**config.mk**
```make
export PLATFORM = sky130hd
export DESIGN_NAME = alu_issue_stage
export DESIGN_NICKNAME = d
export VERILOG_FILES = /design/src/rtl/alu_pkg.sv /design/src/rtl/alu_ctrl_decode.sv /design/src/rtl/alu_issue_stage.sv
export SDC_FILE = /design/constraint.sdc
export NUM_CORES = 1
export LEC_CHECK = 0
export ABC_AREA = 1
export CAP_MARGIN = 20
export CORE_ASPECT_RATIO = 0.75
export CORE_MARGIN = 10
export CORE_UTILIZATION = 45
export DETAILED_ROUTE_END_ITERATION = 6
export HOLD_SLACK_MARGIN = 0.02
export PLACE_DENSITY = 0.75
export SLEW_MARGIN = 20
export SYNTH_ARGS = -nofsm -noshare
export SYNTH_HDL_FRONTEND = slang
export SYNTH_HIERARCHICAL = 1
export SYNTH_SLANG_ARGS = --single-unit
```
**constraint.sdc**
```tcl
create_clock -name clk -period 1.5 [get_ports clk]
set_input_delay 0.375 -clock clk [delete_from_list [all_inputs] [get_ports clk]]
set_output_delay 0.375 -clock clk [all_outputs]
set_load 0.03 [all_outputs]
```
**src/rtl/alu_pkg.sv**
```systemverilog
// rtl/alu_pkg.sv - shared ALUctrl and op-class constants for the ALU datapath
package alu_pkg;

  // ALUctrl codes understood by aluV_8
  localparam logic [3:0] ALU_AND = 4'b0000;
  localparam logic [3:0] ALU_OR  = 4'b0001;
  localparam logic [3:0] ALU_ADD = 4'b0010;
  localparam logic [3:0] ALU_SUB = 4'b0110;
  localparam logic [3:0] ALU_SLT = 4'b0111;

  // Decoded op class
  localparam logic [1:0] OP_LS = 2'b00;
  localparam logic [1:0] OP_BR = 2'b01;
  localparam logic [1:0] OP_R  = 2'b10;
  localparam logic [1:0] OP_I  = 2'b11;

  // funct3 values the ALU supports
  localparam logic [2:0] F3_ADDSUB = 3'b000;
  localparam logic [2:0] F3_SLT    = 3'b010;
  localparam logic [2:0] F3_OR     = 3'b110;
  localparam logic [2:0] F3_AND    = 3'b111;

endpackage

```
**src/rtl/alu_ctrl_decode.sv**
```systemverilog
// rtl/alu_ctrl_decode.sv - op class / funct to ALUctrl translation
module alu_ctrl_decode
  import alu_pkg::*;
(
  input  logic [1:0] op_type,
  input  logic [2:0] funct3,
  input  logic       f7b5,
  output logic [3:0] alu_ctrl,
  output logic       illegal
);

  // Loads/stores add, branches subtract; R/I types follow funct3 and only
  // R-type uses funct7[5] to pick SUB (I-type has no SUBI).
  always_comb begin
    alu_ctrl = ALU_AND;
    illegal  = 1'b0;
    case (op_type)
      OP_LS: alu_ctrl = ALU_ADD;
      OP_BR: alu_ctrl = ALU_SUB;
      default: begin
        case (funct3)
          F3_ADDSUB: alu_ctrl = (op_type == OP_R && f7b5) ? ALU_SUB : ALU_ADD;
          F3_AND:    alu_ctrl = ALU_AND;
          F3_OR:     alu_ctrl = ALU_OR;
          F3_SLT:    alu_ctrl = ALU_SLT;
          default:   illegal  = 1'b1;
        endcase
      end
    endcase
  end

endmodule

```
**src/rtl/alu_issue_stage.sv**
```systemverilog
// rtl/alu_issue_stage.sv - registered ALU issue stage with 2-entry skid buffer
module alu_issue_stage
  import alu_pkg::*;
#(
  parameter int WIDTH = 8,
  parameter int CNT_W = 8
) (
  input  logic             clk,
  input  logic             rst_n,
  input  logic             in_valid,
  output logic             in_ready,
  input  logic [1:0]       in_op_type,
  input  logic [2:0]       in_funct3,
  input  logic             in_funct7b5,
  input  logic [WIDTH-1:0] in_rs1,
  input  logic [WIDTH-1:0] in_rs2,
  output logic             out_valid,
  input  logic             out_ready,
  output logic [3:0]       alu_ctrl,
  output logic [WIDTH-1:0] alu_a,
  output logic [WIDTH-1:0] alu_b,
  output logic             illegal_pulse,
  output logic [CNT_W-1:0] illegal_cnt
);

  logic [3:0] dec_ctrl;
  logic       dec_illegal;

  alu_ctrl_decode u_decode (
    .op_type  (in_op_type),
    .funct3   (in_funct3),
    .f7b5     (in_funct7b5),
    .alu_ctrl (dec_ctrl),
    .illegal  (dec_illegal)
  );

  logic             main_valid_q, main_valid_d;
  logic [3:0]       main_ctrl_q,  main_ctrl_d;
  logic [WIDTH-1:0] main_a_q,     main_a_d;
  logic [WIDTH-1:0] main_b_q,     main_b_d;
  logic             skid_valid_q, skid_valid_d;
  logic [3:0]       skid_ctrl_q,  skid_ctrl_d;
  logic [WIDTH-1:0] skid_a_q,     skid_a_d;
  logic [WIDTH-1:0] skid_b_q,     skid_b_d;
  logic             pulse_q,      pulse_d;
  logic [CNT_W-1:0] cnt_q,        cnt_d;

  logic accept;
  logic accept_legal;
  logic accept_illegal;
  logic pop;

  // in_ready comes straight from a flop so out_ready never reaches upstream
  assign in_ready       = !skid_valid_q;
  assign accept         = in_valid && in_ready;
  assign accept_legal   = accept && !dec_illegal;
  assign accept_illegal = accept && dec_illegal;
  assign pop            = main_valid_q && out_ready;

  // Buffer next state: skid only fills on a stall and drains into main first,
  // which keeps ordering FIFO. Skid valid implies main valid.
  always_comb begin
    main_valid_d = main_valid_q;
    main_ctrl_d  = main_ctrl_q;
    main_a_d     = main_a_q;
    main_b_d     = main_b_q;
    skid_valid_d = skid_valid_q;
    skid_ctrl_d  = skid_ctrl_q;
    skid_a_d     = skid_a_q;
    skid_b_d     = skid_b_q;
    if (!main_valid_q || pop) begin
      if (skid_valid_q) begin
        main_valid_d = 1'b1;
        main_ctrl_d  = skid_ctrl_q;
        main_a_d     = skid_a_q;
        main_b_d     = skid_b_q;
        skid_valid_d = 1'b0;
      end else if (accept_legal) begin
        main_valid_d = 1'b1;
        main_ctrl_d  = dec_ctrl;
        main_a_d     = in_rs1;
        main_b_d     = in_rs2;
      end else begin
        main_valid_d = 1'b0;
      end
    end else if (accept_legal) begin
      skid_valid_d = 1'b1;
      skid_ctrl_d  = dec_ctrl;
      skid_a_d     = in_rs1;
      skid_b_d     = in_rs2;
    end
  end

  // Illegal-request pulse and saturating counter
  always_comb begin
    pulse_d = accept_illegal;
    cnt_d   = cnt_q;
    if (accept_illegal && cnt_q != {CNT_W{1'b1}}) begin
      cnt_d = cnt_q + {{(CNT_W-1){1'b0}}, 1'b1};
    end
  end

  // State registers; reset clears everything so outputs read zero
  always_ff @(posedge clk or negedge rst_n) begin
    if (!rst_n) begin
      main_valid_q <= 1'b0;
      main_ctrl_q  <= 4'b0000;
      main_a_q     <= '0;
      main_b_q     <= '0;
      skid_valid_q <= 1'b0;
      skid_ctrl_q  <= 4'b0000;
      skid_a_q     <= '0;
      skid_b_q     <= '0;
      pulse_q      <= 1'b0;
      cnt_q        <= '0;
    end else begin
      main_valid_q <= main_valid_d;
      main_ctrl_q  <= main_ctrl_d;
      main_a_q     <= main_a_d;
      main_b_q     <= main_b_d;
      skid_valid_q <= skid_valid_d;
      skid_ctrl_q  <= skid_ctrl_d;
      skid_a_q     <= skid_a_d;
      skid_b_q     <= skid_b_d;
      pulse_q      <= pulse_d;
      cnt_q        <= cnt_d;
    end
  end

  assign out_valid     = main_valid_q;
  assign alu_ctrl      = main_ctrl_q;
  assign alu_a         = main_a_q;
  assign alu_b         = main_b_q;
  assign illegal_pulse = pulse_q;
  assign illegal_cnt   = cnt_q;

endmodule
```
==> results.json, run 1 <==
{
  "rows": 23,
  "cts_tree": "built",
  "wirelength_mm": 5.77,
  "slew_violations": 0,
  "p_per_area_nw_per_um2": 1270,
  "finalCritPeriodShare": 0.970,
  "synthFlopType": "dfrtp_1",
  "required_ps": 1120,
  "cp_top_family": "flip-flops",
  "diodes": 0,
  "r2r_cells": 7,
  "whs_ps": 17.7,
  "root_buffer": "clkbuf_8",
  "setup_tns_ps": 0,
  "wl_per_cell_um": 13.2,
  "cts.clk_slew.worst_paths_ps": 90,
  "drcViolationCount": 0,
  "die_height_um": 83.5,
  "nNetsFinal": 387,
  "ioPinCount": 57,
  "outcome": "completed",
  "setup_viol": 0,
  "clkLatencyLatePin_ps": 300,
  "ys_ff_latch": 51,
  "crit_fanout": 5,
  "rsz0062_at_grt": "false",
  "clock_path_buffers": 2,
  "pwr-share-clk": 0.200,
  "vias": 2071,
  "first_global_vias": 2026,
  "rrSetupSlack_ps": 180,
  "synth-async-reset-ratio": 1.00,
  "htreeDepth": 2,
  "p_sw_frac": 0.364,
  "fin_crit_ps": 1460,
  "avgSynthCellArea_um2": 8.41,
  "dieArea_um2": 8740,
  "cap_violations": 0,
  "rr_startpoint": "illegal_cnt[4]",
  "seq_power_share": 0.449,
  "drive_above_1_share": 0.235,
  "switchingPower_mw": 1.56,
  "synth_edf_count": 0,
  "hold_violations": 0,
  "synthCells": 288,
  "layout_commonest_cell": "nand2_1",
  "fp.dieW_um": 105,
  "timing.rr.end": "illegal_cnt[4]",
  "endpoint_kind": "output port",
  "combPwrFrac": 0.351,
  "grt_max_degree": 27,
  "overflow": 0,
  "cp-start-kind": "register",
  "syn_area_um2": 2420,
  "track_usage": 0.130,
  "ys_seq_area_frac": 0.527,
  "cp_num_buf_inv": 1,
  "route.antenna.remaining_nets": 0,
  "gp_congestion": 0.835,
  "drtIter0Drc": 93,
  "cp.arrival_ps": 1080,
  "critPathSlowestCell": "dfrtp_2",
  "dr.pass1.iters": 4,
  "synth_fp_nets": 315,
  "power.leakage_nw": 1.73,
  "grt_pass1_wl_mm": 9.56,
  "port_buffers": 56,
  "yosys_warnings": 6,
  "dp_hpwl_mm": 4.07,
  "critical_path_depth": 1,
  "skew_ps": 6.90,
  "core_um2": 5270,
  "hp-class": "input pin to async pin",
  "mostFrequentLayoutCells": "nand2_1 (82), dfrtp_1 (49), o21ai_0 (42), inv_1 (27), dlygate4sd2_1 (24)",
  "cts_made_buffers": 5,
  "critPathMaxStageDelay_ps": 440,
  "ctsHoldBuffers": 0,
  "vdd_drop_max_v": 0.000520,
  "path_class": "register to output port",
  "antenna_found_initial": 0,
  "fmax_mhz": 687,
  "start_util": 0.460,
  "synthDistinctLibCells": 25,
  "power.internal_mw": 2.73,
  "path_cells": "clkdlybuf4s15_1",
  "area_growth_pct": 39.8,
  "clock_sinks": 51,
  "viasPerCell": 4.75
}
-- kinds of logic after synthesis --
logic type / count (synthesis) / synth area share
and+or+nand+nor: 132 / 0.236
AOI/OAI and AO/OA: 58 / 0.140
DFF: 51 / 0.527
buffers and inverters: 43 / 0.0837
xor gates and xnor gates: 2 / 0.00724
adders and majority gates: 1 / 0.00517
other: 1 / 0.00155
-- stage by stage --
step | power [mW] | utilization | area, µm² | cells | setup slack [ps]
global route | 4.55 | 0.643 | 3390 | 436 | 0.452
floorplan | 2.82 | - | 2420 | 288 | 72.6
detailed placement | 3.52 | 0.603 | 3180 | 424 | -562
CTS | 4.27 | 0.627 | 3300 | 434 | 1.63
global placement | 3.48 | 0.603 | 3180 | 424 | -469
finish | 4.30 | 0.643 | 3390 | 436 | 44.3
-- timing repair --
action | CTS | global route
setup endpoints to repair | 73 | 31
cloned | 1 | 2
pin swaps | 3 | 3
buffers inserted | 1 | 0
gates resized for setup | 39 | 21
-- how the worst max path moves through the flow --
stage                        start              to
floorplan             in_funct3[2]        alu_b[0]
CTS                   in_funct3[1]     skid_b_q[3]
global placement      in_funct3[2]  illegal_cnt[1]
finish              illegal_cnt[1]  illegal_cnt[1]
global route           alu_ctrl[1]     alu_ctrl[1]
detailed placement    in_funct3[2]  illegal_cnt[0]
-- synth_stat cells, types with 2 or more instances --
library cell | number | share of area
o21ai_0 | 43 | 0.089
dfrtp_1 | 51 | 0.53
inv_1 | 29 | 0.045
clkbuf_1 | 2 | 0.0031
o21ai_2 | 12 | 0.043
xnor2_1 | 2 | 0.0072
nor2_1 | 8 | 0.012
or2_2 | 8 | 0.021
nand3_1 | 14 | 0.029
buf_6 | 4 | 0.019
nand2_2 | 2 | 0.0052
nand2_1 | 95 | 0.15
buf_2 | 5 | 0.010
a21oi_1 | 2 | 0.0041
-- final cells by class --
cell class | count | area [µm²]
multi-input cells | 194 | 996
repair buffers | 78 | 798
fillers | 460 | 1880
well taps | 75 | 93.8
flip-flops and latches | 51 | 1280
clock inverters | 1 | 7.51
clock buffers | 7 | 96.3
inverters | 30 | 115
-- per-layer routing --
metal	up-vias	routed length, µm	part of all wire	track usage
li1	1052	-	-	-
met1	957	2690	0.47	0.162
met2	55	2680	0.46	0.208
met3	7	326	0.057	0.0417
met4	0	73	0.013	0.0448
met5	-	0	0	0
-- registers in the layout, indices dropped and copies added (netlist names) --
| signal | cells |
|---|---|
| alu_a | 8 |
| alu_b | 8 |
| alu_ctrl | 4 |
| illegal_cnt | 8 |
| illegal_pulse | 1 |
| out_valid | 1 |
| skid_a_q | 8 |
| skid_b_q | 8 |
| skid_ctrl_q | 4 |
| skid_valid_q | 1 |
-- power by group through the flow --
stage / Combinational (mW) / Sequential (mW) / Clock [mW]
2_1_floorplan: 0.542 / 2.28 / 0
3_5_place_dp: 1.57 / 1.94 / 0
6_report: 1.51 / 1.93 / 0.861
4_1_cts: 1.48 / 1.91 / 0.884
3_3_place_gp: 1.55 / 1.93 / 0
5_1_grt: 1.65 / 1.97 / 0.930
No activity file was read; power rests on OpenSTA's default activity.
==> run 2, diff against run 1 <==
==> constraint.sdc (replaced) <==
create_clock -name clk -period 1.5 [get_ports clk]
set_input_delay 0.375 -clock clk [delete_from_list [all_inputs] [get_ports clk]]
set_output_delay 0.375 -clock clk [all_outputs]
set_load 0.01 [all_outputs]
==> results.json, run 2 (same netlist as run 1, synthesis figures left out) <==
{
  "placed_area_um2": 3160,
  "route.antenna.remaining_nets": 0,
  "dp_cells": 425,
  "first_global_vias": 1880,
  "drcViolationCount": 0,
  "die_height_um": 83.5,
  "core_um2": 5270,
  "gp_congestion": 0.742,
  "fmax_mhz": 684,
  "vias": 1999,
  "dp_hpwl_mm": 3.91,
  "dr.pass1.iters": 4,
  "finalInstanceArea_um2": 3240,
  "skew_ps": 2.01,
  "endpoint_kind": "register",
  "viasPerCell": 4.60,
  "clock_sinks": 51,
  "drive_above_1_share": 0.167,
  "clkLatencyLatePin_ps": 290,
  "hp-class": "input pin to async pin",
  "critPathSlowestCell": "clkdlybuf4s50_1",
  "stdcell_count": 435,
  "cp-start-kind": "input pin",
  "overflow": 0,
  "clock_path_buffers": 2,
  "power.leakage_nw": 1.69,
  "required_ps": 1690,
  "root_buffer": "clkbuf_8",
  "grt_max_degree": 52,
  "critical_path_depth": 8,
  "cts_tree": "built",
  "antenna_found_initial": 0,
  "htreeDepth": 2,
  "critPathMaxStageDelay_ps": 500,
  "hold_violations": 0,
  "timing.rr.end": "illegal_cnt[2]",
  "rows": 23,
  "rrSetupSlack_ps": 130,
  "mostFrequentLayoutCells": "nand2_1 (94), dfrtp_1 (51), o21ai_0 (42), dlygate4sd2_1 (34), inv_1 (27)",
  "fin_crit_ps": 1460,
  "finalCritPeriodShare": 0.975,
  "dieArea_um2": 8740,
  "r2r_cells": 8,
  "grt_pass1_wl_mm": 8.93,
  "setup_viol": 0,
  "cts_made_buffers": 5,
  "slew_violations": 0,
  "rsz0062_at_grt": "false",
  "cp_num_buf_inv": 3,
  "cp.arrival_ps": 1650,
  "path_class": "input pin to register",
  "ioPinCount": 57,
  "cp_top_family": "buffers and inverters",
  "cap_violations": 0,
  "fp.dieW_um": 105,
  "port_buffers": 56,
  "vdd_drop_max_v": 0.000617,
  "drtIter0Drc": 52,
  "final_util": 0.615,
  "start_util": 0.460,
  "wl_per_cell_um": 12.1,
  "wirelength_mm": 5.27,
  "p_per_area_nw_per_um2": 1170,
  "crit_fanout": 29,
  "area_growth_pct": 33.7,
  "layout_commonest_cell": "nand2_1",
  "track_usage": 0.121,
  "setup_tns_ps": 0,
  "rr_startpoint": "illegal_cnt[0]",
  "nNetsFinal": 386,
  "cts.clk_slew.worst_paths_ps": 80,
  "ctsHoldBuffers": 0,
  "startpoint": "in_funct3[1]",
  "diodes": 0,
  "outcome": "completed",
  "whs_ps": 61.4,
  "path_cells": "clkdlybuf4s50_1 > a21oi_2 > buf_4 > nor3_4 > nand2_4 > buf_12 > nand2_1 > o21ai_2"
}
==> run 2: cell type report <==
class / count / area (µm²)
Fill cell: 481 / 2030
Inverter: 30 / 115
Clock buffer: 7 / 76.3
Multi-Input combinational cell: 194 / 961
Tap cell: 75 / 93.8
Sequential cell: 51 / 1280
Clock inverter: 1 / 5.00
Timing Repair Buffer: 77 / 711
==> run 2: worst reg2reg max path, stage by stage (launching register included) <==
cell     delay (ps)
dfrtp_1         380
buf_4           150
ha_1            200
nand2_1          90
nor2_1           40
nand2_1         140
nand2_4         110
nand2_1          70
o21ai_0          70
==> run 2: what timing repair did <==
action                                  in CTS  in global routing
pin swaps                                    1                  0
endpoints found under the setup margin      79                 41
gates resized for setup                     42                  2
buffers inserted                             2                  0
==> run 2: worst max-delay path by stage <==
stage,end
after floorplan,alu_b[0]
after detailed placement,illegal_cnt[0]
after global placement,illegal_cnt[5]
after global routing,skid_ctrl_q[3]
after CTS,illegal_cnt[6]
final,skid_a_q[7]
==> run 2: power breakdown <==
group / switching, mW / internal, mW / total (mW)
logic: 0.604 / 0.570 / 1.17
registers: 0.177 / 1.70 / 1.88
clock network: 0.413 / 0.328 / 0.741
==> run 2: through the flow <==
| stage | worst slack [ps] | total power, mW |
|---|---|---|
| floorplan | 79.0 | 2.53 |
| global placement | -485 | 3.19 |
| finish | 37.5 | 3.80 |
| global route | 7.67 | 4.09 |
| CTS | 6.58 | 3.85 |
| detailed placement | -548 | 3.23 |
==> run 2: layer usage <==
metal  wire, µm  share of wire  GRT usage  vias up
met5          0              0          0        -
met4         59          0.011     0.0323        0
met3        319          0.061     0.0386        7
met2       2450           0.47      0.201       46
met1       2440           0.46      0.149      894
li1           -              -          -     1052
